## src/rtl/display_scan_controller_if.sv

```systemverilog
// display_scan_controller_if: control inputs and shared seven-segment pins of the scan controller
interface display_scan_controller_if;
    logic        start;
    logic        clear;
    logic [27:0] op_segs;
    logic [27:0] result_segs;
    logic [6:0]  seg;
    logic [3:0]  an;
    logic        phase;
    logic        busy;

    modport master (
        output start, clear, op_segs, result_segs,
        input  seg, an, phase, busy
    );

    modport slave (
        input  start, clear, op_segs, result_segs,
        output seg, an, phase, busy
    );
endinterface

```

## src/rtl/display_scan_controller.sv

```systemverilog
// display_scan_controller: shows the latched operation name for OP_FRAMES frames, then the latched result
module display_scan_controller #(
    parameter int REFRESH_DIV = 100000,
    parameter int OP_FRAMES   = 250
) (
    input logic clk,
    input logic reset,
    display_scan_controller_if.slave bus
);
    localparam int DW = $clog2(REFRESH_DIV);
    localparam int FW = $clog2(OP_FRAMES + 1);

    typedef enum logic [1:0] {IDLE, SHOW_OP, SHOW_RESULT} state_t;

    state_t      state_q, state_d;
    logic [DW-1:0] div_q, div_d;
    logic [1:0]  idx_q, idx_d;
    logic [FW-1:0] frame_q, frame_d;
    logic [27:0] op_q, op_d, res_q, res_d, shown;
    logic [6:0]  seg_q, seg_d;
    logic [3:0]  an_q, an_d;
    logic        phase_q, phase_d, busy_q, busy_d;

    // Next state, counters and the pin values for that next state, so pins change with the digit index
    always_comb begin
        state_d = state_q;
        div_d   = div_q;
        idx_d   = idx_q;
        frame_d = frame_q;
        op_d    = op_q;
        res_d   = res_q;
        if (bus.clear) begin
            state_d = IDLE;
            div_d   = '0;
            idx_d   = '0;
            frame_d = '0;
        end else if (bus.start) begin
            state_d = SHOW_OP;
            div_d   = '0;
            idx_d   = '0;
            frame_d = '0;
            op_d    = bus.op_segs;
            res_d   = bus.result_segs;
        end else if (state_q != IDLE) begin
            if (div_q == DW'(REFRESH_DIV - 1)) begin
                div_d = '0;
                idx_d = idx_q + 2'd1;
                if (state_q == SHOW_OP && idx_q == 2'd3) begin
                    frame_d = frame_q + 1'b1;
                    state_d = (frame_d == FW'(OP_FRAMES)) ? SHOW_RESULT : SHOW_OP;
                end
            end else begin
                div_d = div_q + 1'b1;
            end
        end
        shown   = (state_d == SHOW_RESULT) ? res_d : op_d;
        seg_d   = (state_d == IDLE) ? 7'h7F : shown[7*idx_d +: 7];
        an_d    = (state_d == IDLE) ? 4'hF : ~(4'b0001 << idx_d);
        phase_d = (state_d == SHOW_RESULT);
        busy_d  = (state_d == SHOW_OP);
    end

    // Register state, counters, latched buses and all pin drives
    always_ff @(posedge clk) begin
        if (reset) begin
            state_q <= IDLE;
            div_q   <= '0;
            idx_q   <= '0;
            frame_q <= '0;
            op_q    <= '0;
            res_q   <= '0;
            seg_q   <= 7'h7F;
            an_q    <= 4'hF;
            phase_q <= 1'b0;
            busy_q  <= 1'b0;
        end else begin
            state_q <= state_d;
            div_q   <= div_d;
            idx_q   <= idx_d;
            frame_q <= frame_d;
            op_q    <= op_d;
            res_q   <= res_d;
            seg_q   <= seg_d;
            an_q    <= an_d;
            phase_q <= phase_d;
            busy_q  <= busy_d;
        end
    end

    assign bus.seg   = seg_q;
    assign bus.an    = an_q;
    assign bus.phase = phase_q;
    assign bus.busy  = busy_q;
endmodule

```

## src/flat_wrapper.sv

```systemverilog
// flat-port wrapper written by rule: the top's interface ports become plain ports
module display_scan_controller_flat 
#(
    parameter int REFRESH_DIV = 100000,
    parameter int OP_FRAMES   = 250
)
  (clk, reset, bus_start, bus_clear, bus_op_segs, bus_result_segs, bus_seg, bus_an, bus_phase, bus_busy);
  display_scan_controller_if bus_i ();
  input logic clk;
  input logic reset;
  input wire logic [$bits(bus_i.start)-1:0] bus_start;
  input wire logic [$bits(bus_i.clear)-1:0] bus_clear;
  input wire logic [$bits(bus_i.op_segs)-1:0] bus_op_segs;
  input wire logic [$bits(bus_i.result_segs)-1:0] bus_result_segs;
  output wire logic [$bits(bus_i.seg)-1:0] bus_seg;
  output wire logic [$bits(bus_i.an)-1:0] bus_an;
  output wire logic [$bits(bus_i.phase)-1:0] bus_phase;
  output wire logic [$bits(bus_i.busy)-1:0] bus_busy;
  assign bus_i.start = bus_start;
  assign bus_i.clear = bus_clear;
  assign bus_i.op_segs = bus_op_segs;
  assign bus_i.result_segs = bus_result_segs;
  assign bus_seg = bus_i.seg;
  assign bus_an = bus_i.an;
  assign bus_phase = bus_i.phase;
  assign bus_busy = bus_i.busy;
  display_scan_controller #(.REFRESH_DIV(REFRESH_DIV), .OP_FRAMES(OP_FRAMES)) u_core (.clk(clk), .reset(reset), .bus(bus_i));
endmodule
```

## config.mk

```make
export PLATFORM = sky130hd
export DESIGN_NAME = display_scan_controller_flat
export DESIGN_NICKNAME = d
export VERILOG_FILES = /design/src/rtl/display_scan_controller_if.sv /design/src/rtl/display_scan_controller.sv /design/src/flat_wrapper.sv
export SDC_FILE = /design/constraint.sdc
export NUM_CORES = 1
export LEC_CHECK = 0
export BUFFER_PORTS_ARGS = -buffer_cell sky130_fd_sc_hd__buf_4
export CORE_MARGIN = 1
export CORE_UTILIZATION = 47
export CTS_BUF_LIST = sky130_fd_sc_hd__clkbuf_16
export DETAILED_ROUTE_END_ITERATION = 7
export GPL_ROUTABILITY_DRIVEN = 0
export GPL_TIMING_DRIVEN = 0
export PLACE_DENSITY = 0.66
export SLEW_MARGIN = 20
export SYNTH_ARGS = -nofsm -noshare
export SYNTH_HDL_FRONTEND = slang
export SYNTH_SLANG_ARGS = --single-unit
```

## constraint.sdc

```tcl
create_clock -name clk -period 6.7 [get_ports clk]
set_input_delay 1.005 -clock clk [delete_from_list [all_inputs] [get_ports clk]]
set_output_delay 1.005 -clock clk [all_outputs]
set_load 0.02 [all_outputs]
```

==> flow_summary.toml, run 1 <==
[sta]
fin_skew_ns = 0.0102
tightestPinTransition_ns = 0.738
slew_headroom_pct = 50.5
setup_viol_count_final = 0
period_needed_ns = 3.21
fmax_ghz = 0.312
hold_viol = 0
maxSlewViolCount = 0
grt_setup_unrepaired = "false"
fin_crit_sh_pct = 47.9
tns_ns = 0
fin_ws_ns = 3.49

[yosys]
ys.flop_type = "dfxtp_1"
syn-cell-area_mm2 = 0.00439
synth_edf_count = 0
ys_seq_area_share_pct = 44.7
synth_cell_types = 59
ys_ff_latch = 98
syn_avg_cell_area_um2 = 8.18
syn-num-nets = 600
ys_warn_count = 0
synth_cells = 536
async_reset_ff_share_pct = 0

[worst_hold_path]
hp-class = "reg -> reg"

[clock_tree]
cts_resized = 0
clkSinkCount = 98
cts_inserted_buffers = 9
cts_max_level = 3
clk_path_buf_depth = 2
clk_latency_ns = 0.35
cts_root_buf = "clkbuf_16"
cts_hold_buf = 0
cts_tree = "yes"
cts.clk_slew.worst_paths_ns = 0.07
postCtsSetupRepairBufs = 0

[worst_setup_path]
r2r_end = "u_core.bus.seg[2]"
path_buf_inv = 1
critPathMaxStageDelay_ns = 0.58
cp.arrival_ns = 3.42
r2r-start = "u_core.div_q[8]"
cp_num_cells = 9
crit_fanout = 10
worstSetupStartpoint = "u_core.div_q[8]"
path_delay_family = "simple AND/OR/NAND/NOR gates"
rr_worst_depth = 9
r2r_slack_ns = 3.49
crit_path_end = "u_core.bus.seg[2]"
cp_slowest_cell = "or4b_4"
crit_type = "reg -> reg"
crit_required_ns = 6.91
critPathLaunchType = "flop"
crit_path_end_kind = "flop"
worstPathCellList = "or4b_4, nor4_4, nand2_2, nor4b_4, o21ai_4, buf_2, mux2_1, a21oi_1, o211ai_1"

[floorplan]
die_w_um = 98.6
die_h_um = 98.6
core_mm2 = 0.00889
fp-row-count = 34
start_util_pct = 49.3
dieArea_mm2 = 0.00972
ios = 73

[place]
dpl.hpwl_mm = 8.35
placed_area_mm2 = 0.00505
preCtsSetupSlack_ns = 3.18
portBuffers = 70

[pwr]
p_leak_uw = 0.00211
ir_drop_v = 0.000185
powerDensity_mw_per_mm2 = 229

[finish]
fin_area_mm2 = 0.00534
layout-drive-gt1-share_pct = 17.5
n_antenna_cell = 0
fin_nets = 681
areaGrowthSynthToFinish_pct = 21.8

[drt]
viasPerCell = 5.42
drt-pass1-iter-count = 5
drtIter0Drc = 155
wl_per_cell_um = 15.4
ant_nets = 0
route.vias.total = 3958
drc = 0
finalWirelength_mm = 11.3

[grt]
grt_max_degree = 17
overflow = 0
grt_pass1_vias = 3865
grtUsageTotal_pct = 24.3
grt_first_pass_wirelength_mm = 18.6
antenna_found_initial = 0

[status]
outcome = "complete, no violations"

[job]
drv_cap = 0
==> state kept, by name, indices dropped and copies added (netlist names) <==
register          cells
u_core.idx_q          2
u_core.bus.busy       1
u_core.bus.seg        7
u_core.res_q         28
u_core.state_q        2
u_core.op_q          28
u_core.div_q         17
u_core.bus.phase      1
u_core.bus.an         4
u_core.frame_q        8
==> per-stage QoR <==
step	utilization [%]	std cells	total power [µW]	hold slack, ns
2_1_floorplan	-	536	673	0.431
3_3_place_gp	56.8	714	722	0.439
3_5_place_dp	56.8	714	724	0.447
4_1_cts	60.1	730	1230	0.457
5_1_grt	60.1	730	1270	0.469
6_report	60.1	730	1220	0.456
==> routing by layer <==
layer	vias up	global-route usage, %	part of all wire [%]
met5	-	0	0
met4	0	6.66	1.3
met3	13	3.97	3.4
met2	81	43.4	50
met1	1861	30.2	45
li1	2003	-	-
==> cells by family (layout without fill, tap and decap cells) <==
| kind of cell | after synthesis | in the layout | share of synthesized area, % |
|---|---|---|---|
| muxes | 25 | 25 | 5.85 |
| xor gates and xnor gates | 17 | 17 | 3.40 |
| adders and majority gates | 4 | 4 | 1.14 |
| and+or+nand+nor | 241 | 241 | 26.2 |
| AOI/OAI and AO/OA | 111 | 111 | 15.0 |
| buffers and inverters | 40 | 126 | 3.68 |
| DFF | 98 | 98 | 44.7 |
==> Yosys cell counts, drive strengths merged (2+ instances only) <==
library cell / count / area (µm²)
nor2b: 2 / 12.5
clkbuf: 26 / 98.8
or2: 4 / 25.0
mux2i: 20 / 200
and3b: 3 / 26.3
nand2b: 3 / 18.8
nand2: 127 / 479
and2: 2 / 12.5
nor2: 43 / 164
xor2: 12 / 105
nand3: 11 / 55.1
a211o: 2 / 17.5
a31oi: 3 / 18.8
o211ai: 4 / 30.0
o21a: 3 / 22.5
mux2: 5 / 56.3
a21oi: 67 / 339
o21ai: 14 / 81.3
o311ai: 3 / 26.3
o22ai: 4 / 25.0
o221ai: 2 / 17.5
ha: 4 / 50.1
nand4: 7 / 43.8
nand4b: 2 / 17.5
buf: 7 / 36.3
nor4: 3 / 33.8
dfxtp: 98 / 1960
and3: 8 / 50.1
xnor2: 5 / 43.8
or4b: 2 / 27.5
nor3: 6 / 40.0
or3: 12 / 75.1
a211oi: 2 / 15.0
inv: 7 / 26.3
==> report_power, final <==
part | switching, µW | internal (µW)
registers | 8.55 | 601
clock network | 225 | 288
logic | 54.9 | 46.4
==> cell usage in the layout, fill, tap and decap left out, drive strengths merged, types with 3 or more instances in the layout <==
| cell type | instances |
|---|---|
| nand2 | 127 |
| dfxtp | 98 |
| buf | 77 |
| a21oi | 67 |
| nor2 | 43 |
| clkbuf | 35 |
| mux2i | 20 |
| o21ai | 14 |
| or3 | 12 |
| xor2 | 12 |
| nand3 | 11 |
| and3 | 8 |
| inv | 7 |
| nand4 | 7 |
| nor3 | 6 |
| xnor2 | 5 |
| mux2 | 5 |
| or2 | 4 |
| o211ai | 4 |
| o22ai | 4 |
| ha | 4 |
| nand2b | 3 |
| o21a | 3 |
| and3b | 3 |
| a31oi | 3 |
| clkinvlp | 3 |
| nor4 | 3 |
| o311ai | 3 |
| clkinv | 3 |
==> worst min path at each step <==
stage,start,end,slack (ns),cells past startpoint
2_1_floorplan,u_core.res_q[1],u_core.res_q[1],0.43,2
3_5_place_dp,u_core.op_q[9],u_core.op_q[9],0.45,2
5_1_grt,u_core.op_q[9],u_core.op_q[9],0.47,2
4_1_cts,u_core.op_q[9],u_core.op_q[9],0.46,2
3_3_place_gp,u_core.res_q[23],u_core.res_q[23],0.44,2
6_report,u_core.op_q[16],u_core.op_q[16],0.46,2
==> cell type report <==
cell class                      count  area (µm²)
Sequential cell                    98        1960
Multi-Input combinational cell    398        2260
Clock buffer                        9         225
Clock inverter                      7        70.1
Buffer                             33         135
Tap cell                          108         135
Timing Repair Buffer               70         526
Fill cell                         850        3550
Inverter                            7        26.3
==> tightest hold or removal path, stage by stage (launching register included) <==
cell and delay [ns]:
dfxtp_1 0.31, nand2_1 0.05, a21oi_1 0.05
Note: power is estimated with default switching activity, not from simulation.
==> inputs of run 2 (changes only) <==
Settings changed: PLACE_DENSITY 0.66 to 0.69.
Clock period 6.7 ns to 2.9 ns, I/O delays scaled along.
==> flow_summary.toml, run 2 (synthesis results as in run 1) <==
[grt]
overflow = 0
antenna_found_initial = 0
grt_max_degree = 17
grt_pass1_vias = 3955
grt_first_pass_wirelength_mm = 19.1
grtUsageTotal_pct = 25.0

[worst_setup_path]
crit_fanout = 6
crit_path_end_kind = "flop"
r2r_slack_ns = -0.01
crit_path_end = "u_core.bus.seg[1]"
critPathMaxStageDelay_ns = 0.57
worstPathCellList = "or4b_4, nor4_4, nand2_2, nor4b_4, o21ai_4, buf_12, mux2i_2, o311ai_0, or3_1"
cp.arrival_ns = 3.13
critPathLaunchType = "flop"
cp_slowest_cell = "or4b_4"
r2r-start = "u_core.div_q[8]"
worstSetupStartpoint = "u_core.div_q[8]"
crit_type = "reg -> reg"
r2r_end = "u_core.bus.seg[1]"
crit_required_ns = 3.12
rr_worst_depth = 9

[finish]
fin_nets = 688
fin_area_mm2 = 0.00549
layout_commonest_cell = "nand2_1"
layout-drive-gt1-share_pct = 20.2
areaGrowthSynthToFinish_pct = 25.2
largestRegisters = "u_core.op_q: 28 flops, u_core.res_q: 28 flops, u_core.div_q: 17 flops"
final_cell_mix = "126 x nand2_1, 97 x dfxtp_1, 77 x buf_4, 65 x a21oi_1, 40 x nor2_1"
n_antenna_cell = 0
fillers = 775

[sta]
fin_crit_sh_pct = 100
fin_ws_ns = -0.0111
hold_slack_ns = 0.334
slew_headroom_pct = 56.9
maxSlewViolCount = 0
fmax_ghz = 0.344
hold_viol = 0
fin_skew_ns = 0.00937
tns_ns = -0.0111
period_needed_ns = 2.91
grt_setup_unrepaired = "true"
tightestPinTransition_ns = 0.647
setup_viol_count_final = 1

[floorplan]
start_util_pct = 49.3
dieArea_mm2 = 0.00972
die_w_um = 98.6
core_mm2 = 0.00889
ios = 73
fp-row-count = 34
die_h_um = 98.6

[drt]
finalWirelength_mm = 11.6
drc = 0
viasPerCell = 5.58
drtIter0Drc = 162
ant_nets = 0
wl_per_cell_um = 15.8
drt-pass1-iter-count = 5
route.vias.total = 4115

[clock_tree]
cts_max_level = 3
cts_root_buf = "clkbuf_16"
clk_path_buf_depth = 2
cts_inserted_buffers = 9
clkSinkCount = 98
cts.clk_slew.worst_paths_ns = 0.07
cts_hold_buf = 0
clk_latency_ns = 0.35
cts_tree = "yes"

[status]
violations = "negative setup slack"
outcome = "finished with violations"

[place]
portBuffers = 70
placed_area_mm2 = 0.00505
preCtsSetupSlack_ns = -0.282
dpl.hpwl_mm = 8.35

[pwr]
ir_drop_v = 0.000278
p_leak_uw = 0.00217
powerDensity_mw_per_mm2 = 533
design_power_total_uw = 2930

[worst_hold_path]
whs_path_depth = 3
hold_start = "bus_result_segs[5]"
hp-class = "in -> reg"

[job]
drv_cap = 0
[run 2: final cells by class]
type	count	area, µm²	area share [%]
Buffer	32	135	2.46
Clock buffer	9	225	4.10
Clock inverter	7	93.8	1.71
Inverter	7	26.3	0.479
Multi-Input combinational cell	398	2300	41.9
Sequential cell	98	1960	35.8
Tap cell	108	135	2.46
Timing Repair Buffer	78	611	11.1
[run 2: worst min path at each step]
stage	to
6_report	u_core.res_q[5]
5_1_grt	u_core.res_q[12]
4_1_cts	u_core.res_q[5]
3_5_place_dp	u_core.res_q[26]
3_3_place_gp	u_core.res_q[26]
2_1_floorplan	u_core.res_q[1]
[run 2: what timing repair did]
item	4_1_cts	5_1_grt
pin swaps	4	2
gates resized for setup	7	8
setup buffers	6	2
gates cloned	0	0
endpoints found under the setup margin	7	16
[run 2: worst max-delay path: cells and delay by family, from the launching register on]
| family | cells | cell delay, ns |
|---|---|---|
| flip-flops | 1 | 0.35 |
| AO/OA/AOI/OAI | 2 | 0.29 |
| buffers and inverters | 1 | 0.19 |
| multiplexers | 1 | 0.22 |
| AND/OR/NAND/NOR | 5 | 1.73 |
[run 2: power breakdown]
part | switching (µW) | internal, µW
combinational | 130 | 108
sequential | 19.7 | 1390
clock | 524 | 756
total | 673 | 2250
[run 2: stage by stage]
stage,std cells,utilization (%)
2_1_floorplan,536,-
3_3_place_gp,714,56.8
3_5_place_dp,714,56.8
4_1_cts,735,61.3
5_1_grt,737,61.7
6_report,737,61.7
[run 2: per-layer routing]
layer	up-vias	wire, µm	part of all wire [%]	track usage, %
met4	0	248	2.1	10.1
met3	18	596	5.1	4.75
met5	-	0	0	0
met1	1952	4990	43	29.9
met2	127	5790	50	44.1
li1	2018	-	-	-
==> inputs of run 3 (changes only) <==
Settings changed: CORE_ASPECT_RATIO from default to 0.5.
==> flow_summary.toml, run 3 (synthesis results as in run 1) <==
[drt]
drtIter0Drc = 367
viasPerCell = 5.50
drt-pass1-iter-count = 5
drc = 0
wl_per_cell_um = 15.7
ant_nets = 0
route.vias.total = 4128
finalWirelength_mm = 11.8

[grt]
gr-usage-met3_pct = 5.69
grtUsageTotal_pct = 24.7
overflow = 0
use_met1_pct = 33.0
grt_first_pass_wirelength_mm = 18.5
use_met2_pct = 40.3
grt_max_degree = 16
grt_pass1_vias = 3705
busiest_layer = "met2"
antenna_found_initial = 0

[worst_setup_path]
cp.arrival_ns = 3.11
critPathLaunchType = "flop"
crit_type = "reg -> reg"
r2r-start = "u_core.div_q[5]"
crit_required_ns = 3.12
crit_fanout = 10
r2r_end = "u_core.bus.seg[2]"
rr_worst_depth = 9
r2r_slack_ns = 0.009
crit_path_end_kind = "flop"

[worst_hold_path]
hp-class = "in -> reg"
hold_start = "bus_result_segs[20]"
min_delay_worst_endpoint = "u_core.res_q[20]"
whs_path_depth = 3

[sta]
tightestPinTransition_ns = 0.606
setup_viol_count_final = 0
grt_setup_unrepaired = "true"
maxSlewViolCount = 0
tns_ns = 0
fmax_ghz = 0.346
hold_slack_ns = 0.321
hold_viol = 0
fin_skew_ns = 0.00498
fin_crit_sh_pct = 99.7
period_needed_ns = 2.89
slew_headroom_pct = 59.2

[finish]
areaGrowthSynthToFinish_pct = 27.1
final_cell_mix = "126 x nand2_1, 95 x dfxtp_1, 83 x buf_4, 66 x a21oi_1, 40 x nor2_1"
n_antenna_cell = 0
layout_commonest_cell = "nand2_1"
layout-drive-gt1-share_pct = 21.6
final_core_util_pct = 62.7
fin_area_mm2 = 0.00557
largestRegisters = "u_core.op_q: 28 flops, u_core.res_q: 28 flops, u_core.div_q: 17 flops"
fin_nets = 694

[pwr]
ir_drop_v = 0.000316
powerDensity_mw_per_mm2 = 525
design_power_total_uw = 2920
p_leak_uw = 0.00218

[clock_tree]
cts_max_level = 3
cts_hold_buf = 0
cts_tree = "yes"
cts_inserted_buffers = 9
cts_root_buf = "clkbuf_16"
clk_path_buf_depth = 2
cts.clk_slew.worst_paths_ns = 0.07
clk_latency_ns = 0.35
clkSinkCount = 98

[floorplan]
start_util_pct = 49.3
die_w_um = 139
ios = 73
fp-row-count = 24
dieArea_mm2 = 0.00974
core_mm2 = 0.00889
die_h_um = 70.3

[place]
portBuffers = 70
dpl.hpwl_mm = 8.10
placed_area_mm2 = 0.00506

[status]
outcome = "complete, no violations"

[job]
drv_cap = 0
## run 3: repair_timing
item	CTS	global route
endpoints found under the setup margin	7	16
gates cloned	0	0
buffers inserted	8	6
gates resized for setup	5	21
pin swaps	4	8
## run 3: where the power goes
part | switching, µW | internal (µW)
Clock | 529 | 747
Sequential | 22.1 | 1390
Combinational | 130 | 110
Total | 681 | 2240
## run 3: how the worst max path moves through the flow
stage	endpoint	cells after the start	startpoint	slack, ns
after CTS	u_core.bus.seg[0]	8	u_core.div_q[8]	0.01
after global placement	u_core.bus.seg[4]	9	u_core.div_q[8]	-0.30
final	u_core.bus.seg[2]	9	u_core.div_q[5]	0.009
after global routing	u_core.bus.seg[1]	9	u_core.div_q[5]	-0.08
after floorplan	u_core.bus.seg[0]	8	u_core.div_q[8]	0.1
after detailed placement	u_core.bus.seg[4]	9	u_core.div_q[8]	-0.31
## run 3: final cells by class
class	count	area (µm²)
multi-input combinational	398	2340
clock inverter	6	82.6
inverter	7	26.3
timing repair buffer	84	647
sequential	98	1970
tap	117	146
clock buffer	9	225
buffer	32	139
fill	770	3320
## run 3: per-layer routing
layer  vias up  part of all wire (%)
met3        14                   6.8
met4         0                   1.1
met5         -                     0
met2       143                    46
met1      1934                    46
li1       2037                     -
## run 3: per-stage QoR
| step | cells | worst slack [ns] |
|---|---|---|
| finish | 751 | 0.00886 |
| global route | 751 | -0.0823 |
| CTS | 745 | 0.0111 |
| detailed placement | 723 | -0.313 |
| global placement | 723 | -0.299 |
| floorplan | 536 | 0.0998 |
## run 3: critical path, stage by stage, from the launching register on
cell and delay, ns:
dfxtp_2 0.33, or4b_4 0.56, nor4_4 0.33, nand2_2 0.12, nor4b_4 0.41, o21ai_4 0.12, buf_4 0.22, mux2_1 0.36
a21oi_1 0.18, o211ai_1 0.13
